## src/rtl/ceespu_pkg.sv

```systemverilog
// Shared definitions for the ceespu execute stage: ALU opcodes, EX state, widths.
package ceespu_pkg;

   localparam int WIDTH_DEF = 32;
   localparam int REGW_DEF  = 5;

   localparam logic [3:0] ALU_ADD = 4'd0;
   localparam logic [3:0] ALU_SUB = 4'd1;
   localparam logic [3:0] ALU_AND = 4'd2;
   localparam logic [3:0] ALU_OR  = 4'd3;
   localparam logic [3:0] ALU_XOR = 4'd4;
   localparam logic [3:0] ALU_SHL = 4'd5;
   localparam logic [3:0] ALU_SHR = 4'd6;
   localparam logic [3:0] ALU_SRA = 4'd7;
   localparam logic [3:0] ALU_ADC = 4'd8;
   localparam logic [3:0] ALU_MUL = 4'd9;

   typedef enum logic [2:0] {
      EX_IDLE   = 3'd0,
      EX_SINGLE = 3'd1,
      EX_MUL    = 3'd2,
      EX_HOLD   = 3'd3,
      EX_KILL   = 3'd4
   } ex_state_e;

endpackage

```

## src/rtl/ceespu_ex_ctrl.sv

```systemverilog
// EX-stage sequencer: tracks the live op, decides when it completes, when the
// upstream must hold, and how flushes interact with an in-flight multiply.
module ceespu_ex_ctrl
   import ceespu_pkg::*;
(
   input  logic I_clk,
   input  logic I_rst,
   input  logic I_valid,
   input  logic I_isMul,
   input  logic I_flush,
   input  logic I_stall,
   input  logic I_aluDataReady,
   output logic O_load,
   output logic O_wbEn,
   output logic O_park,
   output logic O_fromHold,
   output logic O_aluActive,
   output logic O_stall
);

   ex_state_e state_q, state_d;
   logic      ex_valid, done, advance;
   ex_state_e load_state;

   // State register, synchronous active-low reset abandons any multiply.
   always_ff @(posedge I_clk) begin
      if (!I_rst) state_q <= EX_IDLE;
      else        state_q <= state_d;
   end

   // Handshake, completion and next-state decode.
   always_comb begin
      ex_valid    = (state_q == EX_SINGLE) || (state_q == EX_MUL) || (state_q == EX_HOLD);
      done        = (state_q == EX_SINGLE) || (state_q == EX_HOLD) ||
                    ((state_q == EX_MUL) && I_aluDataReady);
      advance     = done && !I_stall;
      O_stall     = (ex_valid && !advance) || (state_q == EX_KILL);
      O_load      = I_valid && !O_stall && !I_flush;
      // A flush on the completing edge still kills the op before EX/WB.
      O_wbEn      = advance && !I_flush;
      O_park      = (state_q == EX_MUL) && I_aluDataReady && I_stall && !I_flush;
      O_fromHold  = (state_q == EX_HOLD);
      // KILL keeps the multiply opcode so the ALU counter runs to completion.
      O_aluActive = (state_q == EX_SINGLE) || (state_q == EX_MUL) || (state_q == EX_KILL);
      load_state  = O_load ? (I_isMul ? EX_MUL : EX_SINGLE) : EX_IDLE;
      state_d     = state_q;
      case (state_q)
         EX_IDLE:   state_d = load_state;
         EX_SINGLE,
         EX_HOLD:   if (I_flush || advance) state_d = load_state;
         EX_MUL: begin
            if (I_flush)              state_d = I_aluDataReady ? EX_IDLE : EX_KILL;
            else if (advance)         state_d = load_state;
            else if (I_aluDataReady)  state_d = EX_HOLD;
         end
         EX_KILL:   if (I_aluDataReady) state_d = EX_IDLE;
         default:   state_d = EX_IDLE;
      endcase
   end

endmodule

```

## src/rtl/ceespu_ex_stage.sv

```systemverilog
// Execute stage: ID/EX operand register, ALU drive, carry flag, EX/WB register.
module ceespu_ex_stage
   import ceespu_pkg::*;
#(
   parameter int         WIDTH  = WIDTH_DEF,
   parameter int         REGW   = REGW_DEF,
   parameter logic [3:0] MUL_OP = ALU_MUL
) (
   input  logic             I_clk,
   input  logic             I_rst,
   input  logic             I_valid,
   input  logic [3:0]       I_aluop,
   input  logic [WIDTH-1:0] I_dataA,
   input  logic [WIDTH-1:0] I_dataB,
   input  logic             I_useCarry,
   input  logic             I_setCarry,
   input  logic [REGW-1:0]  I_rd,
   input  logic             I_writeReg,
   input  logic             I_flush,
   input  logic             I_stall,
   output logic             O_stall,
   output logic [WIDTH-1:0] O_aluA,
   output logic [WIDTH-1:0] O_aluB,
   output logic [3:0]       O_aluop,
   output logic             O_aluCin,
   input  logic [WIDTH-1:0] I_aluResult,
   input  logic             I_aluCout,
   input  logic             I_aluDataReady,
   output logic             O_valid,
   output logic [WIDTH-1:0] O_result,
   output logic [REGW-1:0]  O_rd,
   output logic             O_writeReg,
   output logic             O_carry
);

   logic             load, wb_en, park, from_hold, alu_active;
   logic [3:0]       ex_aluop_q;
   logic [WIDTH-1:0] ex_a_q, ex_b_q, hold_result_q, wb_result_q;
   logic             ex_useCarry_q, ex_setCarry_q, ex_writeReg_q, hold_cout_q;
   logic [REGW-1:0]  ex_rd_q, wb_rd_q;
   logic             wb_valid_q, wb_writeReg_q, carry_q;
   logic [WIDTH-1:0] res_d;
   logic             cout_d;

   ceespu_ex_ctrl u_ctrl (
      .I_clk          (I_clk),
      .I_rst          (I_rst),
      .I_valid        (I_valid),
      .I_isMul        (I_aluop == MUL_OP),
      .I_flush        (I_flush),
      .I_stall        (I_stall),
      .I_aluDataReady (I_aluDataReady),
      .O_load         (load),
      .O_wbEn         (wb_en),
      .O_park         (park),
      .O_fromHold     (from_hold),
      .O_aluActive    (alu_active),
      .O_stall        (O_stall)
   );

   // ID/EX register: captured only when decode hands over a new op.
   always_ff @(posedge I_clk) begin
      if (!I_rst) begin
         ex_aluop_q    <= '0;
         ex_a_q        <= '0;
         ex_b_q        <= '0;
         ex_useCarry_q <= 1'b0;
         ex_setCarry_q <= 1'b0;
         ex_rd_q       <= '0;
         ex_writeReg_q <= 1'b0;
      end else if (load) begin
         ex_aluop_q    <= I_aluop;
         ex_a_q        <= I_dataA;
         ex_b_q        <= I_dataB;
         ex_useCarry_q <= I_useCarry;
         ex_setCarry_q <= I_setCarry;
         ex_rd_q       <= I_rd;
         ex_writeReg_q <= I_writeReg;
      end
   end

   // Parked multiply result while writeback is stalled.
   always_ff @(posedge I_clk) begin
      if (!I_rst) begin
         hold_result_q <= '0;
         hold_cout_q   <= 1'b0;
      end else if (park) begin
         hold_result_q <= I_aluResult;
         hold_cout_q   <= I_aluCout;
      end
   end

   // Result source: parked value in HOLD, live ALU output otherwise.
   always_comb begin
      res_d  = from_hold ? hold_result_q : I_aluResult;
      cout_d = from_hold ? hold_cout_q   : I_aluCout;
   end

   // EX/WB register and carry flag; data is kept on a bubble, only valid drops.
   always_ff @(posedge I_clk) begin
      if (!I_rst) begin
         wb_valid_q    <= 1'b0;
         wb_result_q   <= '0;
         wb_rd_q       <= '0;
         wb_writeReg_q <= 1'b0;
         carry_q       <= 1'b0;
      end else begin
         wb_valid_q <= wb_en;
         if (wb_en) begin
            wb_result_q   <= res_d;
            wb_rd_q       <= ex_rd_q;
            wb_writeReg_q <= ex_writeReg_q;
            if (ex_setCarry_q) carry_q <= cout_d;
         end
      end
   end

   assign O_aluA     = ex_a_q;
   assign O_aluB     = ex_b_q;
   assign O_aluop    = alu_active ? ex_aluop_q : ALU_ADD;
   assign O_aluCin   = ex_useCarry_q & carry_q;
   assign O_valid    = wb_valid_q;
   assign O_result   = wb_result_q;
   assign O_rd       = wb_rd_q;
   assign O_writeReg = wb_writeReg_q & wb_valid_q;
   assign O_carry    = carry_q;

endmodule
```

## config.mk

```make
export PLATFORM = sky130hd
export DESIGN_NAME = ceespu_ex_stage
export DESIGN_NICKNAME = d
export VERILOG_FILES = /design/src/rtl/ceespu_pkg.sv /design/src/rtl/ceespu_ex_ctrl.sv /design/src/rtl/ceespu_ex_stage.sv
export SDC_FILE = /design/constraint.sdc
export NUM_CORES = 1
export LEC_CHECK = 0
export BUFFER_PORTS_ARGS = -buffer_cell sky130_fd_sc_hd__clkbuf_2
export CORE_MARGIN = 8
export CORE_UTILIZATION = 30
export CTS_CLUSTER_DIAMETER = 200
export CTS_CLUSTER_SIZE = 10
export DETAILED_ROUTE_END_ITERATION = 7
export SETUP_SLACK_MARGIN = 0.3
export SYNTH_ARGS = -nofsm -noshare
export SYNTH_HDL_FRONTEND = slang
export SYNTH_HIERARCHICAL = 1
export SYNTH_SLANG_ARGS = --single-unit
```

## constraint.sdc

```tcl
create_clock -name I_clk -period 2.4 [get_ports I_clk]
set_input_delay 0.24 -clock I_clk [delete_from_list [all_inputs] [get_ports I_clk]]
set_output_delay 0.24 -clock I_clk [all_outputs]
set_load 0.05 [all_outputs]
```

== Word-level counts from Yosys, hierarchy flattened ==
Cells that the tools add are included.
Word-level totals
  register bits: 152
  input port bits: 115
  output and inout port bits: 110
  logic and storage cells: 60
Cells by class
  equality and inequality tests: 8
  multiplexer cells: 12
  bitwise operators: 2
  reductions and logical operators: 23
Operators with widths (count)
  $mux 32: 1
  $mux 3: 7
  $pmux 3 s4: 1
  $logic_and 1x1->1: 8
  $logic_or 1x1->1: 7
  $eq 3x2->1 const B: 2
  $eq 4x4->1 const B: 1
  $logic_not 1->1: 4
  $mux 4: 1
  $ne 4x3->1 const B: 1
  $eq 3x1->1 const B: 1
  $eq 3x3->1 const B: 1
  $logic_not 3->1: 1
  $reduce_and 3->1: 1
  $and 1x1->1: 2
  $mux 2: 1
  $ne 2x1->1 const B: 1
  $ne 2x2->1 const B: 1
  $reduce_and 2->1: 1
  $reduce_or 2->1: 1
  $mux 1: 1

== Longest topological paths before layout ==
  depth after elaboration: 14
  depth in mapped cells: 10
  depth with buffers taken out: 6

== Hierarchy ==
Netlist, hierarchy kept.
By module, submodules not included
  ceespu_ex_stage: times used 1, cells each 528, area an instance 5574.1 µm², sequential area each 2982.9 µm²
  ceespu_ex_ctrl: times used 1, cells each 37, area an instance 257.7 µm², sequential area each 60.1 µm²

== Least setup slack after synthesis ==
OpenSTA, ideal clock, no wires.
  kind: register to register
  from: reg u_ctrl.state_q[1]
  to: reg ex_a_q[0], in the netlist O_aluA[0]
  setup time: 0.117 ns
  arrival time: 1.679 ns
  data required time: 2.283 ns
  setup slack: 0.604 ns
  stages on the path, launching flop included: 11
  buffers on the path: 4
  clock period less this slack: 1.796 ns
  cell sequence: dfxtp_1 buf_6 nor2b_1 a221oi_2 nand2_1 nor2_1 buf_4 buf_12 buf_8 mux2i_1 nor2_1
On the way
  longest elaborated chain between the ends: 10
  elaborated cells between the ends (all ways): 16
  classes of those cells: eq/ne (4); reduce/logical (12)
RTL lines
  start: declaration: RTL line ceespu_ex_ctrl.sv:21  | ex_state_e state_q, state_d;
  start signal: assignment: RTL line ceespu_ex_ctrl.sv:28  | else state_q <= state_d;
  $eq 3x1->1, or another cell as far along: RTL line ceespu_ex_ctrl.sv:33, ceespu_ex_ctrl.sv:34
  $logic_or 1x1->1 or $logic_and 1x1->1 (tied branches): RTL line ceespu_ex_ctrl.sv:34, ceespu_ex_ctrl.sv:35
  $logic_or 1x1->1: RTL line ceespu_ex_ctrl.sv:34  | done = (state_q == EX_SINGLE) || (state_q == EX_HOLD) ||
  $logic_and 1x1->1: RTL line ceespu_ex_ctrl.sv:36  | advance = done && !I_stall;
  $logic_not 1->1: RTL line ceespu_ex_ctrl.sv:37  | O_stall = (ex_valid && !advance) || (state_q == EX_KILL);
  $logic_and 1x1->1: RTL line ceespu_ex_ctrl.sv:37
  $logic_or 1x1->1 *: RTL line ceespu_ex_ctrl.sv:37
  $logic_not 1->1 *: RTL line ceespu_ex_ctrl.sv:38  | O_load = I_valid && !O_stall && !I_flush;
  $logic_and 1x1->1 * (2 in series): RTL line ceespu_ex_ctrl.sv:38
  net load: RTL line ceespu_ex_stage.sv:36  | logic load, wb_en, park, from_hold, alu_active;
  end signal: assignment: RTL line ceespu_ex_stage.sv:73  | ex_a_q <= I_dataA;
  end: declaration: RTL line ceespu_ex_stage.sv:38  | logic [WIDTH-1:0] ex_a_q, ex_b_q, hold_result_q, wb_result_q;
Mark *: on every way through the listed nets, which the timed path passes. The rest lies on a longest branch.
A chain may end at the register's enable or synchronous reset.

== Worst setup path after layout ==
  from: reg u_ctrl.state_q[1]
  to: out O_stall
On the way
  longest elaborated chain between the ends: 7
  elaborated cells between the ends (all ways): 13
  classes of those cells: eq/ne (4); reduce/logical (9)
RTL lines
  $eq 3x1->1, or another cell as far along: RTL line ceespu_ex_ctrl.sv:33, ceespu_ex_ctrl.sv:34
  $logic_or 1x1->1 or $logic_and 1x1->1 (tied branches): RTL line ceespu_ex_ctrl.sv:34, ceespu_ex_ctrl.sv:35
  $logic_or 1x1->1: RTL line ceespu_ex_ctrl.sv:34
  $logic_and 1x1->1: RTL line ceespu_ex_ctrl.sv:36
  $logic_not 1->1: RTL line ceespu_ex_ctrl.sv:37
  $logic_and 1x1->1: RTL line ceespu_ex_ctrl.sv:37
  $logic_or 1x1->1 *: RTL line ceespu_ex_ctrl.sv:37
  end: declaration: RTL line ceespu_ex_stage.sv:21  | output logic O_stall,
Mark *: on every way between the ends. The rest lies on a longest branch, timed or not.

==> impl_metrics.yaml <==
sta:
  timing.hold.ws_ns: 0.0608
  rsz0062_at_grt: "no"
  max_freq_mhz: 523
  fin_ws_ns: 0.486
  fin_crit_sh_pct: 79.7
  clock_skew_ns: 0.00989
  max_slew.worst_pin.slew_ns: 0.599
  relSlewSlack_pct: 60.1
  finalHoldViolations: 0
  min_period_ns: 1.91
  slew_viol_final: 0
  setup_viol: 0
  tns_ns: 0
route:
  drt_iter0_markers: 163
  postRouteWirelength_mm: 15.5
  viasPerCell: 4.32
  drc_errors: 0
  drtPass1Iterations: 4
  ant_nets: 0
  vias: 4598
  routedWlPerCell_microns: 14.6
placed_design:
  place_inst: 1031
  hpwl_mm: 11.2
  portBuffers: 224
  preCtsSetupSlack_ns: 0.349
  routabilityCongestion: 0.751
  placed_area_sq_um: 7240
worst_setup_path:
  critPathRequiredTime_ns: 2.16
  cp_max_fo: 10
  cp-end-kind: "output pin"
  worstSetupPathType: "reg -> out"
  cp.arrival_ns: 1.67
  r2r_slack_ns: 0.59
  start_kind: "flop"
logic_synthesis:
  synth_cell_type_count: 30
  syn_nets: 680
  synth_cells: 565
  netlist_area_sq_um: 5830
  async_flop_share_pct: 0
  synth_edf_count: 0
  avgSynthCellArea_sq_um: 10.3
  yosysWarnings: 6
  synth_seq_cells: 152
  synth_area_leaders: "dfxtp_1 52%, mux2i_1 25%, nor2_1 7.7%"
  netlist.area_leader.share_pct: 52.2
  ys.flop_type: "dfxtp_1"
  yosysSeqAreaShare_pct: 52.2
  yosys.area.top_type: "dfxtp_1"
die:
  die_y_microns: 155
  start_util_pct: 30.3
  row_count: 51
  boundaryPins: 225
  core_area_sq_um: 19300
  dieArea_sq_um: 24200
  die_w_microns: 155
cells_and_area:
  diodes: 0
  layoutNonFillerInstCount: 1064
  final_cell_mix: "224 x clkbuf_2, 149 x dfxtp_1, 148 x mux2i_1"
  area_growth_pct: 35.2
  nets: 902
  final_area_sq_um: 7880
  layout_commonest_cell: "clkbuf_2"
  drive_above_1_share_pct: 35.7
cts:
  cts_tree: "done"
  cts_inserted_buffers: 17
  ctsHoldBuffers: 0
  htree_levels: 4
  clock_latency_ns: 0.41
  root_buffer: "clkbuf_16"
  cts.clk_slew.worst_paths_ns: 0.06
  numClockSinks: 152
  clock_path_buffers: 2
worst_hold_path:
  min_path_type: "in -> reg"
pwr:
  power.density_nw_per_um2: 773
  total_leakage_power_nw: 3.42
  ir_drop_v: 0.000425
global_routing:
  grt_pass1_vias: 4736
  grt-ovfl-total: 0
  grt_pass1_wl_mm: 24.7
  grt_usage_pct: 12.8
  grt_antenna_before_repair: 0
  grt_start_max_net_pins: 72
run:
  drv_cap: 0
run_status:
  status: "finished, final reports clean"
-- report_power, final --
part	switching (mW)	internal (mW)	leakage [nW]
Clock	1.06	1.69	0.296
Sequential	0.0403	2.60	1.24
Combinational	0.461	0.239	1.88
Total	1.56	4.53	3.42
-- through the flow --
step           total power, mW  util [%]
6_report                  6.09      40.9
5_1_grt                   6.37      40.9
4_1_cts                   6.18      40.7
3_5_place_dp              3.40      37.6
3_3_place_gp              3.40      37.6
2_1_floorplan             3.17         -
-- Yosys cell counts (3+ instances only) --
cell,number
dfxtp_1,152
mux2i_1,148
nor2_1,119
a21oi_1,38
o21ai_0,35
buf_2,9
buf_4,9
clkbuf_1,9
and2_1,8
buf_6,5
nand2_1,5
buf_8,4
buf_1,3
-- layer usage --
| layer | GRT usage [%] | part of all wire [%] | routed length, microns | vias to the layer above |
|---|---|---|---|---|
| li1 | - | - | - | 2375 |
| met1 | 14.4 | 43 | 6730 | 2081 |
| met2 | 22.1 | 48 | 7490 | 126 |
| met3 | 4.24 | 6.7 | 1040 | 16 |
| met4 | 5.18 | 1.8 | 272 | 0 |
| met5 | 0 | 0 | 0 | - |
-- kinds of logic (layout without fill, tap and decap cells) --
kind of cell	Yosys count	count (layout)	synth area share, %
AOI/OAI and AO/OA	76	76	6.80
xor gates and xnor gates	1	1	0.150
buffers and inverters	45	279	5.41
DFF	152	152	52.2
muxes	148	148	25.4
and+or+nand+nor	143	143	10.1
-- state kept, by name, summed over array words and instances (netlist names), 3 cells and up --
name and flops:
hold_result_q 32, O_aluA 32, ex_aluop_q 4, O_rd 5, O_aluB 32, u_ctrl/state_q 3
O_result 32, ex_rd_q 5
-- what timing repair did --
action                     4_1_cts  5_1_grt
gates cloned                     0        0
resized for setup                1        4
setup buffers                    0        2
pin swaps                        0        1
setup endpoints to repair        4       79
-- cell type report --
class	count	area (sq um)
multi-input combinational	368	2500
sequential	152	3050
fill	1953	11400
inverter	3	12.5
clock inverter	11	148
tap	265	332
clock buffer	20	457
timing repair buffer	245	1390
-- worst max-delay path: stages (launching register included) --
cell	delay [ns]
dfxtp_2	0.36
nor2b_1	0.17
a221oi_2	0.29
buf_4	0.17
inv_1	0.04
clkbuf_2	0.24
-- worst paths after layout --
path	start	endpoint	depth (start not counted)
worst max-delay path	u_ctrl/state_q[1]	O_stall	5
worst min-delay path	I_dataA[2]	O_aluA[2]	3
worst max register to register	u_ctrl/state_q[1]	O_aluA[18]	8
worst min register to register	O_aluB[18]	O_aluB[18]	2
Note: power is estimated with default switching activity, not from simulation.
